--- src/rtl/sqrt_pkg.sv ---
// Shared types and arithmetic for the pipelined square root.
// Payloads are sized for the widest supported configuration (64-bit radicand, 16-bit tag).
package sqrt_pkg;

    localparam int unsigned MAX_DATA_WIDTH = 64;
    localparam int unsigned MAX_TAG_WIDTH  = 16;

    function automatic int unsigned res_width(input int unsigned data_width);
        return data_width / 2;
    endfunction

    localparam int unsigned MAX_RES_WIDTH = res_width(MAX_DATA_WIDTH);
    localparam int unsigned MAX_REM_WIDTH = MAX_RES_WIDTH + 1;

    typedef struct packed {
        logic [MAX_DATA_WIDTH-1:0] radicand;
        logic [MAX_RES_WIDTH-1:0]  root;
        logic [MAX_REM_WIDTH-1:0]  rem;
        logic [MAX_TAG_WIDTH-1:0]  tag;
    } stage_payload_t;

    typedef struct packed {
        logic                     root_bit;
        logic [MAX_REM_WIDTH-1:0] rem;
    } step_t;

    // Restoring trial subtract: (rem<<2 | bits) - (root<<2 | 1); a non-negative trial keeps the bit.
    function automatic step_t sqrt_step(input logic [MAX_REM_WIDTH-1:0] rem_in,
                                        input logic [MAX_RES_WIDTH-1:0] root_in,
                                        input logic [1:0]               bits);
        step_t                    s;
        logic [MAX_REM_WIDTH+1:0] cur;
        logic [MAX_REM_WIDTH+1:0] sub;
        cur        = {rem_in, bits};
        sub        = {1'b0, root_in, 2'b01};
        s.root_bit = (cur >= sub);
        s.rem      = s.root_bit ? MAX_REM_WIDTH'(cur - sub) : MAX_REM_WIDTH'(cur);
        return s;
    endfunction

endpackage

--- src/rtl/sqrt_pipe_stage.sv ---
// One pipeline stage: resolves root bit STAGE_IDX and holds its slot until the next stage frees up.
module sqrt_pipe_stage
    import sqrt_pkg::*;
#(
    parameter int unsigned STAGE_IDX = 0
) (
    input  logic           clk,
    input  logic           rst,
    input  logic           adv_i,
    input  logic           vld_i,
    input  stage_payload_t payload_i,
    output logic           vld_o,
    output stage_payload_t payload_o
);

    step_t          step;
    stage_payload_t payload_d;
    stage_payload_t payload_q;
    logic           vld_q;

    // NOTE: every variable written here gets a full default first, so no latch can be inferred.
    always_comb begin
        step           = sqrt_step(payload_i.rem, payload_i.root,
                                   payload_i.radicand[2*STAGE_IDX +: 2]);
        payload_d      = payload_i;
        payload_d.root = (payload_i.root << 1) | MAX_RES_WIDTH'(step.root_bit);
        payload_d.rem  = step.rem;
    end

    // NOTE: state uses non-blocking assignments so all stages shift on the same edge without ordering races.
    always_ff @(posedge clk or posedge rst) begin
        if (rst) begin
            vld_q     <= 1'b0;
            payload_q <= '0;
        end else if (adv_i) begin
            vld_q <= vld_i;
            if (vld_i) begin
                payload_q <= payload_d;
            end
        end
    end

    assign vld_o     = vld_q;
    assign payload_o = payload_q;

endmodule

--- src/rtl/sqrt_pipe_param.sv ---
// Fully pipelined integer square root with remainder; one root bit per stage, per-stage flow control.
// Supports DATA_WIDTH up to 64 and TAG_WIDTH up to 16.
module sqrt_pipe_param
    import sqrt_pkg::*;
#(
    parameter  int unsigned DATA_WIDTH = 16,
    parameter  int unsigned TAG_WIDTH  = 4,
    localparam int unsigned RES_WIDTH  = res_width(DATA_WIDTH)
) (
    input  logic                  clk,
    input  logic                  rst,
    input  logic                  arg_vld,
    output logic                  arg_rdy,
    input  logic [DATA_WIDTH-1:0] arg,
    input  logic [TAG_WIDTH-1:0]  arg_tag,
    output logic                  res_vld,
    input  logic                  res_rdy,
    output logic [RES_WIDTH-1:0]  res,
    output logic [RES_WIDTH:0]    rem,
    output logic [TAG_WIDTH-1:0]  res_tag
);

    logic [RES_WIDTH-1:0] vld_q;
    logic [RES_WIDTH-1:0] vld_in;
    logic [RES_WIDTH:0]   adv;
    logic                 entry_vld;
    stage_payload_t       entry_payload;
    stage_payload_t       stage_in  [RES_WIDTH];
    stage_payload_t       stage_out [RES_WIDTH];
    logic                 unused_payload;

    // adv[k+1] belongs to stage k; adv[0] is the consumer's acceptance of the output slot.
    always_comb begin
        adv[0] = res_rdy;
        for (int k = 0; k < RES_WIDTH; k++) begin
            adv[k+1] = !vld_q[k] || adv[k];
        end
    end

    assign arg_rdy   = adv[RES_WIDTH];
    assign entry_vld = arg_vld && arg_rdy;

    always_comb begin
        entry_payload          = '0;
        entry_payload.radicand = MAX_DATA_WIDTH'(arg);
        entry_payload.tag      = MAX_TAG_WIDTH'(arg_tag);
    end

    for (genvar k = 0; k < RES_WIDTH; k++) begin : g_stage
        if (k == RES_WIDTH - 1) begin : g_entry
            assign stage_in[k] = entry_payload;
            assign vld_in[k]   = entry_vld;
        end else begin : g_body
            assign stage_in[k] = stage_out[k+1];
            assign vld_in[k]   = vld_q[k+1];
        end

        sqrt_pipe_stage #(
            .STAGE_IDX(k)
        ) u_stage (
            .clk      (clk),
            .rst      (rst),
            .adv_i    (adv[k+1]),
            .vld_i    (vld_in[k]),
            .payload_i(stage_in[k]),
            .vld_o    (vld_q[k]),
            .payload_o(stage_out[k])
        );
    end

    assign res_vld        = vld_q[0];
    assign res            = stage_out[0].root[RES_WIDTH-1:0];
    assign rem            = stage_out[0].rem[RES_WIDTH:0];
    assign res_tag        = stage_out[0].tag[TAG_WIDTH-1:0];
    assign unused_payload = ^stage_out[0];

endmodule

--- config.mk ---
export PLATFORM = sky130hd
export DESIGN_NAME = sqrt_pipe_param
export DESIGN_NICKNAME = d
export VERILOG_FILES = /design/src/rtl/sqrt_pkg.sv /design/src/rtl/sqrt_pipe_stage.sv /design/src/rtl/sqrt_pipe_param.sv
export SDC_FILE = /design/constraint.sdc
export NUM_CORES = 1
export LEC_CHECK = 0
export CORE_UTILIZATION = 65
export CTS_CLUSTER_DIAMETER = 30
export DETAILED_ROUTE_END_ITERATION = 16
export GPL_TIMING_DRIVEN = 1
export PLACE_DENSITY = 0.94
export SLEW_MARGIN = 10
export SYNTH_ARGS = -nofsm -noshare
export SYNTH_HDL_FRONTEND = slang
export SYNTH_HIERARCHICAL = 1
export SYNTH_SLANG_ARGS = --single-unit
--- constraint.sdc ---
create_clock -name clk -period 14.87 [get_ports clk]
set_input_delay 2.974 -clock clk [delete_from_list [all_inputs] [get_ports clk]]
set_output_delay 2.974 -clock clk [all_outputs]
set_load 0.005 [all_outputs]
==> flow_metrics.py, run 1 <==
metrics = {
    "status": {
        "run_status": "completed",
    },
    "grt": {
        "antenna_violations_before_repair": 2,
        "grt_busiest_layer": "met2",
        "number_of_global_route_vias_before_repair": 34710,
        "gr-total-overflow": 0,
        "grt_max_degree": 116,
        "grt_util_met3": 0.06354,
        "grt_pass1_wl_um": 178100,
        "met1_usage": 0.4301,
        "global_routing_usage_on_met2": 0.6366,
        "global_route.usage.total": 0.3718,
    },
    "final_layout": {
        "fillers": 3939,
        "number_of_nets_in_the_finished_design": 5001,
        "syn_to_final_growth_pct": 12.97,
        "area.sequential_mm2": 0.01421,
        "post_route_cells_drive_above_1_share": 0.08023,
        "multiInputGateArea_mm2": 0.02177,
    },
    "critical_path": {
        "timing.critical_path.mode_cell": "sky130_fd_sc_hd__clkdlybuf4s50_1",
        "arrival_time_at_the_worst_endpoint_ns": 4.93,
        "timing.critical_path.required_ns": 11.90,
        "cp_cell_sequence": "clkdlybuf4s50_1 -> and4b_1 -> nand3_1 -> clkdlybuf4s50_1",
        "critical_path.slowest_cell": "sky130_fd_sc_hd__clkdlybuf4s50_1",
        "crit_path_end_kind": "output port",
        "critPathKind": "in2out",
        "critPathMaxStageDelay_ns": 0.66,
        "timing.critical_path.fanout_max": 7,
        "sort_of_element_at_the_start_of_the_critical_path": "input port",
    },
    "placed_design": {
        "place.gp.congestion": 1.016,
        "placement.io_buffers": 46,
        "detailedPlacementHpwl_um": 77070,
    },
    "clocking": {
        "clkLatencyLatePin_ns": 0.68,
        "clkSlewWorstSetupHoldPaths_ns": 0.05,
        "cts_setup_buffers": 0,
        "post_cts_resize_count": 0,
        "cts_made_buffers": 119,
        "cts_max_path_buffers": 3,
        "tritoncts_num_sinks": 568,
        "hold_fix_buffer_count_after_cts": 0,
        "htree_levels": 3,
        "cts_tree": "done",
        "cts-root-buf": "sky130_fd_sc_hd__clkbuf_16",
    },
    "die": {
        "chipWidth_um": 244.2,
        "io-pin-count": 47,
        "initial_utilization": 0.6597,
        "dieHeight_um": 244.2,
        "dieArea_mm2": 0.05964,
        "fp.coreArea_mm2": 0.05781,
        "rows": 88,
    },
    "job": {
        "max-cap-violations": 0,
    },
    "timing": {
        "max_clock_freq_ghz": 0.1265,
        "timing.setup.tns_ns": 0,
        "slew_violations": 0,
        "final-setup-viol-count": 0,
        "timing_hold_violations_final": 0,
        "min_period_over_period": 0.5317,
        "slew_margin_rel": 0.1783,
        "final.setup_skew_ns": 0.02883,
        "post-route-min-period_ns": 7.906,
        "rsz_0062_raised_after_global_routing": "no",
        "max_slew.worst_pin.slew_ns": 1.230,
    },
    "worst_hold_path": {
        "hold_class": "reg2reg",
    },
    "routing": {
        "detailroute.via_count": 35060,
        "postRouteWirelength_um": 110900,
        "drc_errors": 0,
        "detailedRoute.firstPassIterationCount": 6,
        "ant_nets": 0,
        "routedWlPerCell_um": 19.87,
        "detailedRoute.firstIterationViolations": 3162,
        "avgViaCountPerCell": 6.286,
    },
    "synthesis": {
        "postSynthAreaPerCell_um2": 8.108,
        "synth-warning-count": 6,
        "netlist_instances": 4703,
        "synthesis.area_mm2": 0.03813,
    },
    "pwr": {
        "power_mw": 10.75,
        "leakagePower_nw": 19.72,
        "peak_supply_drop_mv": 0.1559,
        "power.density_mw_per_mm2": 249.5,
    },
}
[through the flow]
| step | worst slack [ns] | area, um^2 | util | hold WS, ns | instances |
|---|---|---|---|---|---|
| global route | 6.880 | 43080 | 0.7452 | 0.4928 | 5578 |
| finish | 6.964 | 43080 | 0.7452 | 0.4552 | 5578 |
| global placement | 7.090 | 38940 | 0.6737 | 0.4450 | 5349 |
| CTS | 7.014 | 43070 | 0.7451 | 0.4646 | 5576 |
| floorplan | 8.440 | 38500 | - | 0.4368 | 4800 |
| detailed placement | 7.075 | 38940 | 0.6737 | 0.4510 | 5349 |
[worst paths after layout]
kind / start / to / slack [ns] / cells after the start
max in group asynchronous: rst / g_stage[3].u_stage/payload_o[30]$_DFFE_PP0P_ / 10.75 / 3
worst max-delay path: res_rdy / arg_rdy / 6.96 / 4
worst min-delay path: g_stage[7].u_stage/payload_o[81]$_DFFE_PP0P_ / g_stage[6].u_stage/payload_o[81]$_DFFE_PP0P_ / 0.46 / 2
min in group asynchronous: rst / g_stage[2].u_stage/payload_o[0]$_DFFE_PP0P_ / 2.85 / 2
worst max register to register: g_stage[4].u_stage/payload_o[29]$_DFFE_PP0P_ / g_stage[3].u_stage/payload_o[44]$_DFFE_PP0P_ / 11.11 / 8
worst min register to register: g_stage[7].u_stage/payload_o[81]$_DFFE_PP0P_ / g_stage[6].u_stage/payload_o[81]$_DFFE_PP0P_ / 0.46 / 2
[worst max-delay path, delay by kind of cell]
family        cells  cell delay (ns)
buf+inv           2             1.10
simple gates      2             0.85
[final cells by class]
class,instances,area share
diodes,2,0.0001162
multi-input cells,3589,0.5053
repair buffers,76,0.01592
clock buffers,149,0.07619
well taps,765,0.02222
inverters,351,0.03067
clock inverters,78,0.01963
flip-flops and latches,568,0.3300
[routing by layer]
| metal | part of all wire | vias up | wire (um) |
|---|---|---|---|
| li1 | - | 16240 | - |
| met1 | 0.38 | 16600 | 41820 |
| met2 | 0.49 | 1728 | 53910 |
| met3 | 0.068 | 490 | 7515 |
| met4 | 0.069 | 0 | 7606 |
| met5 | 0 | - | 0 |
[registers in the layout (all words and copies together), names as in the netlist]
signal	flops
g_stage.u_stage/payload_o	560
g_stage.u_stage/vld_o	8
[layout by cell type (no fill, tap or decap), types with 35 or more instances in the layout]
master	n
sky130_fd_sc_hd__nand2_1	847
sky130_fd_sc_hd__dfrtp_1	568
sky130_fd_sc_hd__o21ai_0	378
sky130_fd_sc_hd__inv_1	340
sky130_fd_sc_hd__a21oi_1	332
sky130_fd_sc_hd__nor2_1	273
sky130_fd_sc_hd__ha_1	272
sky130_fd_sc_hd__o21ai_1	177
sky130_fd_sc_hd__nand3_1	152
sky130_fd_sc_hd__clkbuf_16	120
sky130_fd_sc_hd__xnor2_1	115
sky130_fd_sc_hd__conb_1	98
sky130_fd_sc_hd__a21o_1	90
sky130_fd_sc_hd__xor2_1	83
sky130_fd_sc_hd__nor3_1	77
sky130_fd_sc_hd__o211ai_1	73
sky130_fd_sc_hd__a31oi_1	64
sky130_fd_sc_hd__o21a_1	55
sky130_fd_sc_hd__nand4_1	47
sky130_fd_sc_hd__clkdlybuf4s50_1	46
sky130_fd_sc_hd__o21bai_1	35
[power breakdown]
group / switching (mW) / internal (mW) / leakage, nW
Combinational: 3.41 / 2.17 / 10.7
Clock: 0.929 / 1.75 / 2.00
Sequential: 0.465 / 2.03 / 7.04
Total: 4.80 / 5.95 / 19.7
Power figures use the tool's default switching activity.
==> inputs of run 2 (changes only) <==
--- a/config.mk
+++ b/config.mk
@@ -5,11 +5,11 @@
 export SDC_FILE = /design/constraint.sdc
 export NUM_CORES = 1
 export LEC_CHECK = 0
-export CORE_UTILIZATION = 65
+export CORE_UTILIZATION = 61
 export CTS_CLUSTER_DIAMETER = 30
 export DETAILED_ROUTE_END_ITERATION = 16
 export GPL_TIMING_DRIVEN = 1
-export PLACE_DENSITY = 0.94
+export PLACE_DENSITY = 0.92
 export SLEW_MARGIN = 10
 export SYNTH_ARGS = -nofsm -noshare
 export SYNTH_HDL_FRONTEND = slang
==> constraint.sdc (replaced) <==
create_clock -name clk -period 6.5 [get_ports clk]
set_input_delay 1.3 -clock clk [delete_from_list [all_inputs] [get_ports clk]]
set_output_delay 1.3 -clock clk [all_outputs]
set_load 0.005 [all_outputs]
==> flow_metrics.py, run 2 (synthesized netlist as in run 1, its figures left out) <==
metrics = {
    "die": {
        "io-pin-count": 47,
        "dieArea_mm2": 0.06351,
        "fp.coreArea_mm2": 0.06171,
        "chipWidth_um": 252.0,
        "rows": 91,
        "dieHeight_um": 252.0,
        "initial_utilization": 0.6179,
    },
    "timing": {
        "final-setup-viol-count": 0,
        "min_period_over_period": 0.7036,
        "timing.setup.tns_ns": 0,
        "slew_margin_rel": 0.2564,
        "timing_hold_violations_final": 0,
        "post-route-min-period_ns": 4.573,
        "max_clock_freq_ghz": 0.2187,
        "max_slew.worst_pin.slew_ns": 1.113,
        "slew_violations": 0,
        "rsz_0062_raised_after_global_routing": "no",
        "final.setup_skew_ns": 0.02400,
    },
    "placed_design": {
        "detailedPlacementHpwl_um": 78420,
        "placement.io_buffers": 46,
        "place_inst": 5425,
        "placed_cell_area_mm2": 0.03907,
        "place.gp.congestion": 0.9689,
    },
    "final_layout": {
        "mostFrequentLayoutCells": "847 x sky130_fd_sc_hd__nand2_1, 568 x sky130_fd_sc_hd__dfrtp_1, 378 x sky130_fd_sc_hd__o21ai_0",
        "post_route_cells_drive_above_1_share": 0.07568,
        "number_of_nets_in_the_finished_design": 4989,
        "largest_reg_flops": 560,
        "syn_to_final_growth_pct": 11.96,
        "layout.cell_area.non_filler_mm2": 0.04269,
        "layout.cells.most_common": "sky130_fd_sc_hd__nand2_1",
        "final_cell_count_no_fill": 5621,
        "utilization": 0.6918,
    },
    "routing": {
        "postRouteWirelength_um": 108500,
        "routedWlPerCell_um": 19.31,
        "avgViaCountPerCell": 6.098,
        "ant_nets": 0,
        "detailroute.via_count": 34280,
        "detailedRoute.firstPassIterationCount": 6,
        "detailedRoute.firstIterationViolations": 3185,
        "drc_errors": 0,
    },
    "pwr": {
        "power_mw": 23.94,
        "leakagePower_nw": 19.51,
        "peak_supply_drop_mv": 0.2820,
        "power.density_mw_per_mm2": 560.7,
    },
    "critical_path": {
        "timing.critical_path.required_ns": 5.20,
        "critical_path.slowest_cell": "sky130_fd_sc_hd__clkdlybuf4s50_1",
        "timing.critical_path.mode_cell": "sky130_fd_sc_hd__clkdlybuf4s50_1",
        "crit_path_end_kind": "output port",
        "critical_path.n_buffers_inverters": 2,
        "critPathKind": "in2out",
        "critPathMaxStageDelay_ns": 0.62,
        "sort_of_element_at_the_start_of_the_critical_path": "input port",
        "timing.critical_path.fanout_max": 7,
        "critPathTopFamily": "buffers and inverters",
        "cp_cell_sequence": "clkdlybuf4s50_1 -> and4b_1 -> nand3_1 -> clkdlybuf4s50_1",
        "arrival_time_at_the_worst_endpoint_ns": 3.27,
    },
    "grt": {
        "antenna_violations_before_repair": 1,
        "number_of_global_route_vias_before_repair": 33760,
        "gr-total-overflow": 0,
        "grt_pass1_wl_um": 174900,
        "global_route.usage.total": 0.3429,
        "grt_max_degree": 97,
    },
    "clocking": {
        "post_cts_resize_count": 0,
        "hold_fix_buffer_count_after_cts": 0,
        "cts_setup_buffers": 0,
        "cts_made_buffers": 103,
        "tritoncts_num_sinks": 568,
        "cts_max_path_buffers": 3,
        "cts-root-buf": "sky130_fd_sc_hd__clkbuf_16",
        "cts_tree": "done",
        "clkSlewWorstSetupHoldPaths_ns": 0.05,
        "htree_levels": 3,
        "clkLatencyLatePin_ns": 0.66,
    },
    "status": {
        "run_status": "completed",
    },
    "job": {
        "max-cap-violations": 0,
    },
    "worst_hold_path": {
        "hold_class": "reg2reg",
    },
}
run 2: final timing paths:
kind                                                              start                                      endpoint  slack, ns  depth (start not counted)
min reg2reg                 g_stage[2].u_stage/payload_o[3]$_DFFE_PP0P_   g_stage[1].u_stage/payload_o[3]$_DFFE_PP0P_       0.47                          2
max in group asynchronous                                           rst  g_stage[2].u_stage/payload_o[31]$_DFFE_PP0P_       3.97                          3
max reg2reg                g_stage[4].u_stage/payload_o[56]$_DFFE_PP0P_  g_stage[3].u_stage/payload_o[46]$_DFFE_PP0P_       2.67                          9
min in group asynchronous                                           rst  g_stage[6].u_stage/payload_o[89]$_DFFE_PP0P_       1.30                          2
min                         g_stage[2].u_stage/payload_o[3]$_DFFE_PP0P_   g_stage[1].u_stage/payload_o[3]$_DFFE_PP0P_       0.47                          2
max                                                             res_rdy                                       arg_rdy       1.93                          4
run 2: report_power, final:
part / internal [mW] / total [mW] / switching, mW / leakage (nW)
logic: 4.96 / 12.7 / 7.79 / 10.7
clock network: 3.58 / 5.49 / 1.91 / 1.77
registers: 4.65 / 5.71 / 1.06 / 7.04
total: 13.2 / 23.9 / 10.8 / 19.5
run 2: final cells by class:
cell class,instances,area (um^2)
multi-input cells,3589,21770
diodes,1,2.502
fillers,4637,19020
clock inverters,60,665.6
flip-flops and latches,568,14210
inverters,351,1321
repair buffers,80,715.7
clock buffers,135,2960
well taps,837,1047
run 2: tightest hold or removal path: stages, from the launching register on:
cell and delay, ns:
sky130_fd_sc_hd__dfrtp_1 0.34, sky130_fd_sc_hd__nand2_1 0.05, sky130_fd_sc_hd__nand2_1 0.05
run 2: through the flow:
| step | worst slack (ns) | hold slack, ns |
|---|---|---|
| floorplan | 3.035 | 0.4368 |
| global placement | 2.055 | 0.4449 |
| detailed placement | 2.004 | 0.4523 |
| CTS | 1.975 | 0.4730 |
| global route | 1.914 | 0.4869 |
| finish | 1.927 | 0.4732 |
run 2: metal layers:
metal / wire [um] / part of all wire / vias up / GRT usage
met1: 41880 / 0.39 / 16250 / 0.4017
met4: 7919 / 0.073 / 0 / 0.2320
met2: 52220 / 0.48 / 1402 / 0.5824
met3: 6512 / 0.060 / 433 / 0.05158
met5: 0 / 0 / - / 0
li1: - / - / 16200 / -
